--- src/rtl/fir_cond_pkg.sv ---
// Shared constants for the FIR output conditioner: default widths, drop counter
// width, and helpers that derive the rounding constant and saturation limits.
package fir_cond_pkg;

    localparam int IN_W_DEF  = 34;
    localparam int OUT_W_DEF = 16;
    localparam int SHIFT_DEF = 16;
    localparam int DROP_W    = 8;

    // Returned as 64-bit signed; callers size-cast to their own datapath width.
    function automatic longint rnd_const(input int shift);
        return longint'(1) <<< (shift - 1);
    endfunction

    function automatic longint out_max(input int out_w);
        return (longint'(1) <<< (out_w - 1)) - 1;
    endfunction

    function automatic longint out_min(input int out_w);
        return -(longint'(1) <<< (out_w - 1));
    endfunction

endpackage

--- src/rtl/sync_fifo.sv ---
// Single-clock circular-buffer FIFO with occupancy count and first-word-fall-through
// head. Head reads as zero while empty so the output is clean out of reset.
module sync_fifo #(
    parameter int WIDTH = 16,
    parameter int DEPTH = 8
) (
    input  logic             clk,
    input  logic             rst,
    input  logic             push,
    input  logic [WIDTH-1:0] wr_data,
    input  logic             pop,
    output logic [WIDTH-1:0] rd_data,
    output logic             full,
    output logic             empty
);

    localparam int AW = $clog2(DEPTH);

    logic [WIDTH-1:0] mem [DEPTH];
    logic [AW-1:0]    wr_ptr;
    logic [AW-1:0]    rd_ptr;
    logic [AW:0]      count;

    assign full    = (count == (AW+1)'(DEPTH));
    assign empty   = (count == '0);
    assign rd_data = empty ? '0 : mem[rd_ptr];

    always_ff @(posedge clk) begin
        if (!rst) begin
            wr_ptr <= '0;
            rd_ptr <= '0;
            count  <= '0;
        end else begin
            if (push) wr_ptr <= wr_ptr + AW'(1);
            if (pop)  rd_ptr <= rd_ptr + AW'(1);
            case ({push, pop})
                2'b10:   count <= count + (AW+1)'(1);
                2'b01:   count <= count - (AW+1)'(1);
                default: ;
            endcase
        end
    end

    // Storage carries no reset; the empty gate on rd_data hides stale contents.
    always_ff @(posedge clk) begin
        if (push) mem[wr_ptr] <= wr_data;
    end

endmodule

--- src/rtl/fir_out_conditioner.sv ---
// Decimates the full-precision FIR stream, rounds half-up and saturates to OUT_W,
// then buffers into a FIFO with sticky saturation/overflow status.
module fir_out_conditioner
    import fir_cond_pkg::*;
#(
    parameter int IN_W  = IN_W_DEF,
    parameter int OUT_W = OUT_W_DEF,
    parameter int SHIFT = SHIFT_DEF,
    parameter int DECIM = 4,
    parameter int DEPTH = 8
) (
    input  logic              clk,
    input  logic              rst,
    input  logic [IN_W-1:0]   in_data,
    input  logic              in_valid,
    output logic [OUT_W-1:0]  out_data,
    output logic              out_valid,
    input  logic              out_ready,
    output logic              sat_flag,
    output logic              ovf_flag,
    output logic [DROP_W-1:0] drop_cnt
);

    localparam int PH_W = (DECIM > 1) ? $clog2(DECIM) : 1;
    localparam logic signed [IN_W:0] RND    = (IN_W+1)'(rnd_const(SHIFT));
    localparam logic signed [IN_W:0] SAT_HI = (IN_W+1)'(out_max(OUT_W));
    localparam logic signed [IN_W:0] SAT_LO = (IN_W+1)'(out_min(OUT_W));
    localparam logic [OUT_W-1:0] MAX_CODE = {1'b0, {(OUT_W-1){1'b1}}};
    localparam logic [OUT_W-1:0] MIN_CODE = {1'b1, {(OUT_W-1){1'b0}}};

    logic [PH_W-1:0]      phase;
    logic                 keep;
    logic [2:1]           vld_pipe;
    logic signed [IN_W:0] sum;
    logic signed [IN_W:0] s1_r;
    logic [OUT_W-1:0]     sat_val;
    logic                 sat_hi;
    logic                 sat_lo;
    logic [OUT_W-1:0]     s2_d;
    logic                 s2_sat;
    logic                 fifo_full;
    logic                 fifo_empty;
    logic                 pop;
    logic                 push;
    logic                 drop;

    assign keep = in_valid && (phase == '0);

    // One guard bit keeps the rounding add from wrapping at the positive extreme.
    assign sum = $signed({in_data[IN_W-1], in_data}) + RND;

    always_comb begin
        sat_hi  = (s1_r > SAT_HI);
        sat_lo  = (s1_r < SAT_LO);
        sat_val = s1_r[OUT_W-1:0];
        if (sat_hi)      sat_val = MAX_CODE;
        else if (sat_lo) sat_val = MIN_CODE;
    end

    // A full FIFO still accepts a write when the head leaves on the same edge.
    assign pop  = out_valid && out_ready;
    assign push = vld_pipe[2] && (!fifo_full || pop);
    assign drop = vld_pipe[2] && fifo_full && !pop;

    always_ff @(posedge clk) begin
        if (!rst) begin
            phase    <= '0;
            vld_pipe <= '0;
            s1_r     <= '0;
            s2_d     <= '0;
            s2_sat   <= 1'b0;
            sat_flag <= 1'b0;
            ovf_flag <= 1'b0;
            drop_cnt <= '0;
        end else begin
            if (in_valid)
                phase <= (phase == PH_W'(DECIM - 1)) ? '0 : phase + PH_W'(1);
            vld_pipe <= {vld_pipe[1], keep};
            if (keep) s1_r <= sum >>> SHIFT;
            if (vld_pipe[1]) begin
                s2_d   <= sat_val;
                s2_sat <= sat_hi || sat_lo;
            end
            if (vld_pipe[2] && s2_sat) sat_flag <= 1'b1;
            if (drop) begin
                ovf_flag <= 1'b1;
                if (drop_cnt != '1) drop_cnt <= drop_cnt + DROP_W'(1);
            end
        end
    end

    sync_fifo #(
        .WIDTH (OUT_W),
        .DEPTH (DEPTH)
    ) u_fifo (
        .clk     (clk),
        .rst     (rst),
        .push    (push),
        .wr_data (s2_d),
        .pop     (pop),
        .rd_data (out_data),
        .full    (fifo_full),
        .empty   (fifo_empty)
    );

    assign out_valid = !fifo_empty;

endmodule
--- config.mk ---
export PLATFORM = sky130hd
export DESIGN_NAME = fir_out_conditioner
export DESIGN_NICKNAME = d
export VERILOG_FILES = /design/src/rtl/fir_cond_pkg.sv /design/src/rtl/sync_fifo.sv /design/src/rtl/fir_out_conditioner.sv
export SDC_FILE = /design/constraint.sdc
export NUM_CORES = 1
export LEC_CHECK = 0
export ABC_CLOCK_PERIOD_IN_PS = 2500
export CORE_ASPECT_RATIO = 1.5
export CORE_UTILIZATION = 45
export CTS_BUF_LIST = sky130_fd_sc_hd__clkbuf_2 sky130_fd_sc_hd__clkbuf_4 sky130_fd_sc_hd__clkbuf_8
export DETAILED_ROUTE_END_ITERATION = 16
export GPL_TIMING_DRIVEN = 0
export PLACE_DENSITY = 0.67
export SETUP_SLACK_MARGIN = 0.05
export SLEW_MARGIN = 25
export SYNTH_ARGS = -nofsm -noshare
export SYNTH_HDL_FRONTEND = slang
export SYNTH_SLANG_ARGS = --single-unit
--- constraint.sdc ---
create_clock -name clk -period 2.5 [get_ports clk]
set_input_delay 0.375 -clock clk [delete_from_list [all_inputs] [get_ports clk]]
set_output_delay 0.375 -clock clk [all_outputs]
set_load 0.01 [all_outputs]
# Yosys cells after proc, flatten, opt, wreduce, memory -nomap -nowiden
# Memories as Yosys holds them, arrays and structs flattened. A register that Yosys moved wholly into a read port is not among the register bits.
# Index checks and enable logic that the tools add are counted.
[totals] regBits=60 mem_bits_rw=128 in_bits=38 output_inout_bits=27 elab_cells=50 memories=1
[classes] add_sub_neg=7 magnitude_cmp=2 n_eq_ne=5 muxes=9 reduce_logical=15
[mem_list] name="u_fifo.mem" words=8 word_bits=16 rd=1 rd_ports_with_merged_regs=1 write_ports=1 line_no="sync_fifo.sv:19" text="logic [WIDTH-1:0] mem [DEPTH];"
[ops] op="two-way mux 16 bit" count=3
[ops] op="adder 34 x 17 -> 35 bit, second input constant" count=1
[ops] op="greater-than comparator 19 x 16 -> 1 bit, second input constant" count=1
[ops] op="less-than comparator 19 x 16 -> 1 bit, second input constant" count=1
[ops] op="adder 8 x 1 -> 8 bit, second input constant" count=1
[ops] op="!= test 8 bit, second input constant" count=1
[ops] op="one-hot mux 4 bit (2 select lines)" count=1
[ops] op="adder 3 x 1 -> 3 bit, second input constant" count=2
[ops] op="logical AND 1 bit" count=6
[ops] op="two-way mux 3 bit" count=2
[ops] op="adder 4 x 1 -> 4 bit, second input constant" count=1
[ops] op="equality test 2 bit, second input constant" count=2
[ops] op="equality test 4 bit, second input constant" count=1
[ops] op="zero test 4 bit" count=1
[ops] op="subtractor 4 x 1 -> 4 bit, second input constant" count=1
[ops] op="zero test 1 bit" count=3
[ops] op="adder 2 x 1 -> 2 bit, second input constant" count=1
[ops] op="equality test 2 x 1 -> 1 bit, second input constant" count=1
[ops] op="zero test 2 bit" count=1
[ops] op="logical OR 1 bit" count=2
[ops] op="two-way mux 1 bit" count=2
[ops] op="two-way mux 2 bit" count=1
[ops] op="AND reduction 2 bit" count=1
[ops] op="nonzero test 2 bit" count=1

# Logic depth before layout (Yosys ltp)
# Gate-level depths: netlist of run 1.
[logic_depth] ltp_word=7 ltp_mapped=8 ltp_nobuf=7

# By module
# Synthesis of run 1 repeated with hierarchy kept, for this count alone.
[hier_totals] cells_unflattened=542 area_unflattened_um2=7811.2
[modules_own_cells] mod="sync_fifo" instances=1 cells_each=273 area_per_inst_um2=5557.8 seq_area_each_um2=4103.9
[modules_own_cells] mod="fir_out_conditioner" instances=1 cells_each=269 area_per_inst_um2=2253.4 seq_area_each_um2=1001.0

# Worst setup path after synthesis of run 1
# No wires, ideal clock.
[synth_timing] path_type="input to register" start="input port out_ready" end="memory u_fifo.mem[0][0] (enable)" setup_time_ps=409 arrival_ps=2063 t_required_ps=2091 slack_ps=28 cell_stages=4 n_path_buf=1 path_cell_list="clkbuf_1 -> o21a_1 -> nand2b_1 -> nor3_1"
[synth_via] elab_chain_cells=5
[synth_lines] item="start: declaration" line_no="fir_out_conditioner.sv:18" text="input logic out_ready,"
[synth_lines] item="logical AND 1 bit" line_no="fir_out_conditioner.sv:61" text="assign pop = out_valid && out_ready;"
[synth_lines] item="logical OR 1 bit" line_no="fir_out_conditioner.sv:62" text="assign push = vld_pipe[2] && (!fifo_full || pop);"
[synth_lines] item="logical AND 1 bit" line_no="fir_out_conditioner.sv:62"
[synth_lines] item="two-way mux 1 bit" line_no="sync_fifo.sv:46" text="if (push) mem[wr_ptr] <= wr_data;"
[synth_lines] item="two-way mux 1 bit (not written as such)" line_no="sync_fifo.sv:46"
[synth_lines] item="end: declaration" line_no="sync_fifo.sv:19"
# No other way between the ends.

==> flow_summary.toml, run 1 <==
[grt]
grt_pass1_vias = 5011
grt_max_degree = 18
grt.overflow.total = 0
grt_pass1_wl_um = 25300
track_usage = 0.193
antenna_found_initial = 0

[yosys]
yosys.area.top_type = "edfxtp_1"
netlist_instances = 566
ys_top_cells_by_area = "edfxtp_1 49%, dfxtp_1 16%, mux4_2 9.2%, mux2i_1 3.1%, a21oi_1 2.4%"
synth_top_area_frac = 0.491
synth-edff-count = 128
ys.flop_type = "edfxtp_1"
synth-seq-area-share = 0.653
synthDistinctLibCells = 44
avgSynthCellArea_um2 = 13.8
synth-async-reset-ratio = 0
synthesis.area_mm2 = 0.00782
synth_nets = 611
ys_ff_latch = 191
ys_warn_count = 0

[power_and_ir_drop]
p_int_mw = 5.18
combPwrFrac = 0.260
switching_share = 0.286
p_sw_mw = 2.07
power.density_mw_per_mm2 = 784
max-vdd-ir-drop_mv = 0.356
total_power_mw = 7.26
pwr-share-seq = 0.494
p_clk_frac = 0.246
p_leak_nw = 3.12

[cells_and_area]
design_area_mm2 = 0.00925
fill_cells = 1445
area.sequential_mm2 = 0.00511
multi_input_area_mm2 = 0.00260
postLayoutCoreUtil = 0.547
fin_nets = 703
n_antenna_cell = 0
synthToLayoutAreaGrowth_pct = 18.3
final_layout_size_suffix_gt1_frac = 0.195

[sta]
fmax_mhz = 415
fin_ws_ps = 90.1
fin_crit_sh = 0.964
setup_viol = 0
maxSlewViolCount = 0
slew_headroom = 0.436
fin_crit_ps = 2410
clock_skew_ps = 11.4
rsz0062_at_grt = "yes"
max_slew.worst_pin.slew_ps = 838
worst_hold_slack_ps = 416
hold_violations = 0

[placed_design]
postPlaceCellArea_mm2 = 0.00870
dp_hpwl_um = 11400
dp_worst_setup_slack_ps = -409
numPortBuffers = 48
place_congestion = 0.809

[routing]
drc = 0
routed_wl_um = 16100
dr.pass1.iters = 4
ant_nets = 0
wire_per_inst_um = 18.3
drt_iter0_markers = 178
vias_per_cell = 5.52
vias = 4864

[clocking]
cts_max_level = 4
clock_path_buffers = 2
cts-buffers-inserted = 17
clk_latency_ps = 460
cts_hold_buf = 0
cts_tree = "built"
cts.sinks = 191
clockRootBuffer = "clkbuf_8"
clk_pin_slew_ps = 90

[setup_path]
cpMaxStageDelayCell = "mux4_2"
critPathKind = "flip-flop to output port"
max_stage_delay_ps = 510
cp_data_arrival_time_ps = 2030
cp_common_cell = "buf_6"
crit_path_start_kind = "flip-flop"
worst_ep_required_time_ps = 2120
crit_path_end_kind = "output port"
cp_max_fo = 6
worstPathCellList = "buf_6 > buf_6 > buf_12 > mux4_2 > mux2i_1 > nor2_1 > buf_2"
ff2ff_path_depth = 6

[flow_run]
maxCapViolCount = 0

[run_status]
status = "finished, final reports clean"

[hold_path]
holdPathStages = 3
hold_class = "primary input to flip-flop"

[die]
initial_utilization = 0.463
die_x_um = 110
die_area_mm2 = 0.0179
die_y_um = 163
rows = 58
io_pins = 65
fp.coreArea_mm2 = 0.0169
## state kept, by name, indices dropped and copies added (netlist names), named ones only
register / cells
s2_d: 16
ovf_flag: 1
s2_sat: 1
drop_cnt: 8
s1_r: 19
u_fifo.wr_ptr: 3
u_fifo.mem: 128
vld_pipe: 2
sat_flag: 1
u_fifo.rd_ptr: 3
u_fifo.count: 4
phase: 2
## placed cells by master (no fill, tap or decap), drive strengths merged, types with 2 or more instances in the layout
cell and instances:
buf 49, o31ai 3, ha 7, xor2 9, and2 4, nor4 8, dlymetal6s2s 3, nand2b 22
o21ai 36, mux2i 24, clkinv 7, clkdlybuf4s50 31, clkbuf 39, mux4 32, inv 12, clkinvlp 4
and4 2, dfxtp 63, or3 8, o211ai 2, nand3 17, edfxtp 128, nand4 11, a21oi 38
xnor2 7, nor3 11, and3 5, a211oi 5, o211a 2, nand2 22, a31oi 3, nor2 45
## cell usage after synthesis, types with 7 or more instances
cell	count
dfxtp_1	63
nor3_1	11
nand3_1	17
ha_1	7
xnor2_1	7
nand2_1	22
a21oi_1	38
or3_1	7
o21ai_0	36
nor4_1	7
nand4_1	11
edfxtp_1	128
nor2_1	45
xor2_1	9
mux2i_1	24
nand2b_1	22
inv_1	7
clkbuf_1	26
mux4_2	32
## power by group through the flow
stage          logic (mW)  clock network [mW]  registers [mW]
6_report             1.89                1.78            3.59
5_1_grt              2.08                1.93            3.60
4_1_cts              1.97                1.81            3.59
3_5_place_dp         1.61                   0            3.63
3_3_place_gp         1.57                   0            3.62
2_1_floorplan        1.04                   0            3.60
## cells by family after synthesis
| kind of cell | after synthesis | share of synthesized area |
|---|---|---|
| AOI/OAI and AO/OA | 95 | 0.0683 |
| xor gates and xnor gates | 16 | 0.0179 |
| adders and majority gates | 7 | 0.0112 |
| buffers and inverters | 41 | 0.0214 |
| DFF | 191 | 0.653 |
| muxes | 56 | 0.123 |
| and+or+nand+nor | 160 | 0.106 |
## metal layers
layer | part of all wire | global-route usage
met2 | 0.55 | 0.358
met1 | 0.39 | 0.210
met4 | 0.025 | 0.0812
met5 | 0 | 0
met3 | 0.034 | 0.0379
## metrics by stage
| stage | std cells | TNS, ps |
|---|---|---|
| 3_3_place_gp | 824 | -102110 |
| 5_1_grt | 881 | -10.7 |
| 6_report | 881 | 0 |
| 4_1_cts | 882 | -513 |
| 3_5_place_dp | 832 | -20930 |
| 2_1_floorplan | 566 | 0 |
## final timing paths
check | end | startpoint | slack (ps)
max | out_data[13] | flip-flop | 90
min | s1_r[6] | in_data[22] | 420
max reg2reg | u_fifo.mem[4][13] | u_fifo.count[0] | 300
min reg2reg | s1_r[0] | s1_r[0] | 460
## final cells by class
type                       instances  area share
buffer                            29      0.0170
timing repair buffer              77      0.0799
tap                              210      0.0284
sequential                       191       0.553
multi-input combinational        334       0.281
clock inverter                    15      0.0120
clock buffer                      17      0.0253
inverter                           8     0.00325
## timing repair
action / CTS / global route
setup endpoints to repair: 19 / 15
gates cloned: 2 / 0
pin swaps: 1 / 4
setup buffers: 18 / 7
gates resized for setup: 87 / 21
## worst max-delay path, delay by kind of cell, from the launching register on
kind | cells | cell delay [ps]
buf+inv | 4 | 460
flops | 1 | 410
simple gates | 1 | 50
mux | 2 | 650
No activity file was read; power rests on OpenSTA's default activity.
==> run 2, diff against run 1 <==
--- a/config.mk
+++ b/config.mk
@@ -12,6 +12,7 @@
 export DETAILED_ROUTE_END_ITERATION = 16
 export GPL_TIMING_DRIVEN = 0
 export PLACE_DENSITY = 0.67
+export RECOVER_POWER = 25
 export SETUP_SLACK_MARGIN = 0.05
 export SLEW_MARGIN = 25
 export SYNTH_ARGS = -nofsm -noshare
==> results of run 2 <==
No change in the layout: final DEF, timing and power equal those of run 1.
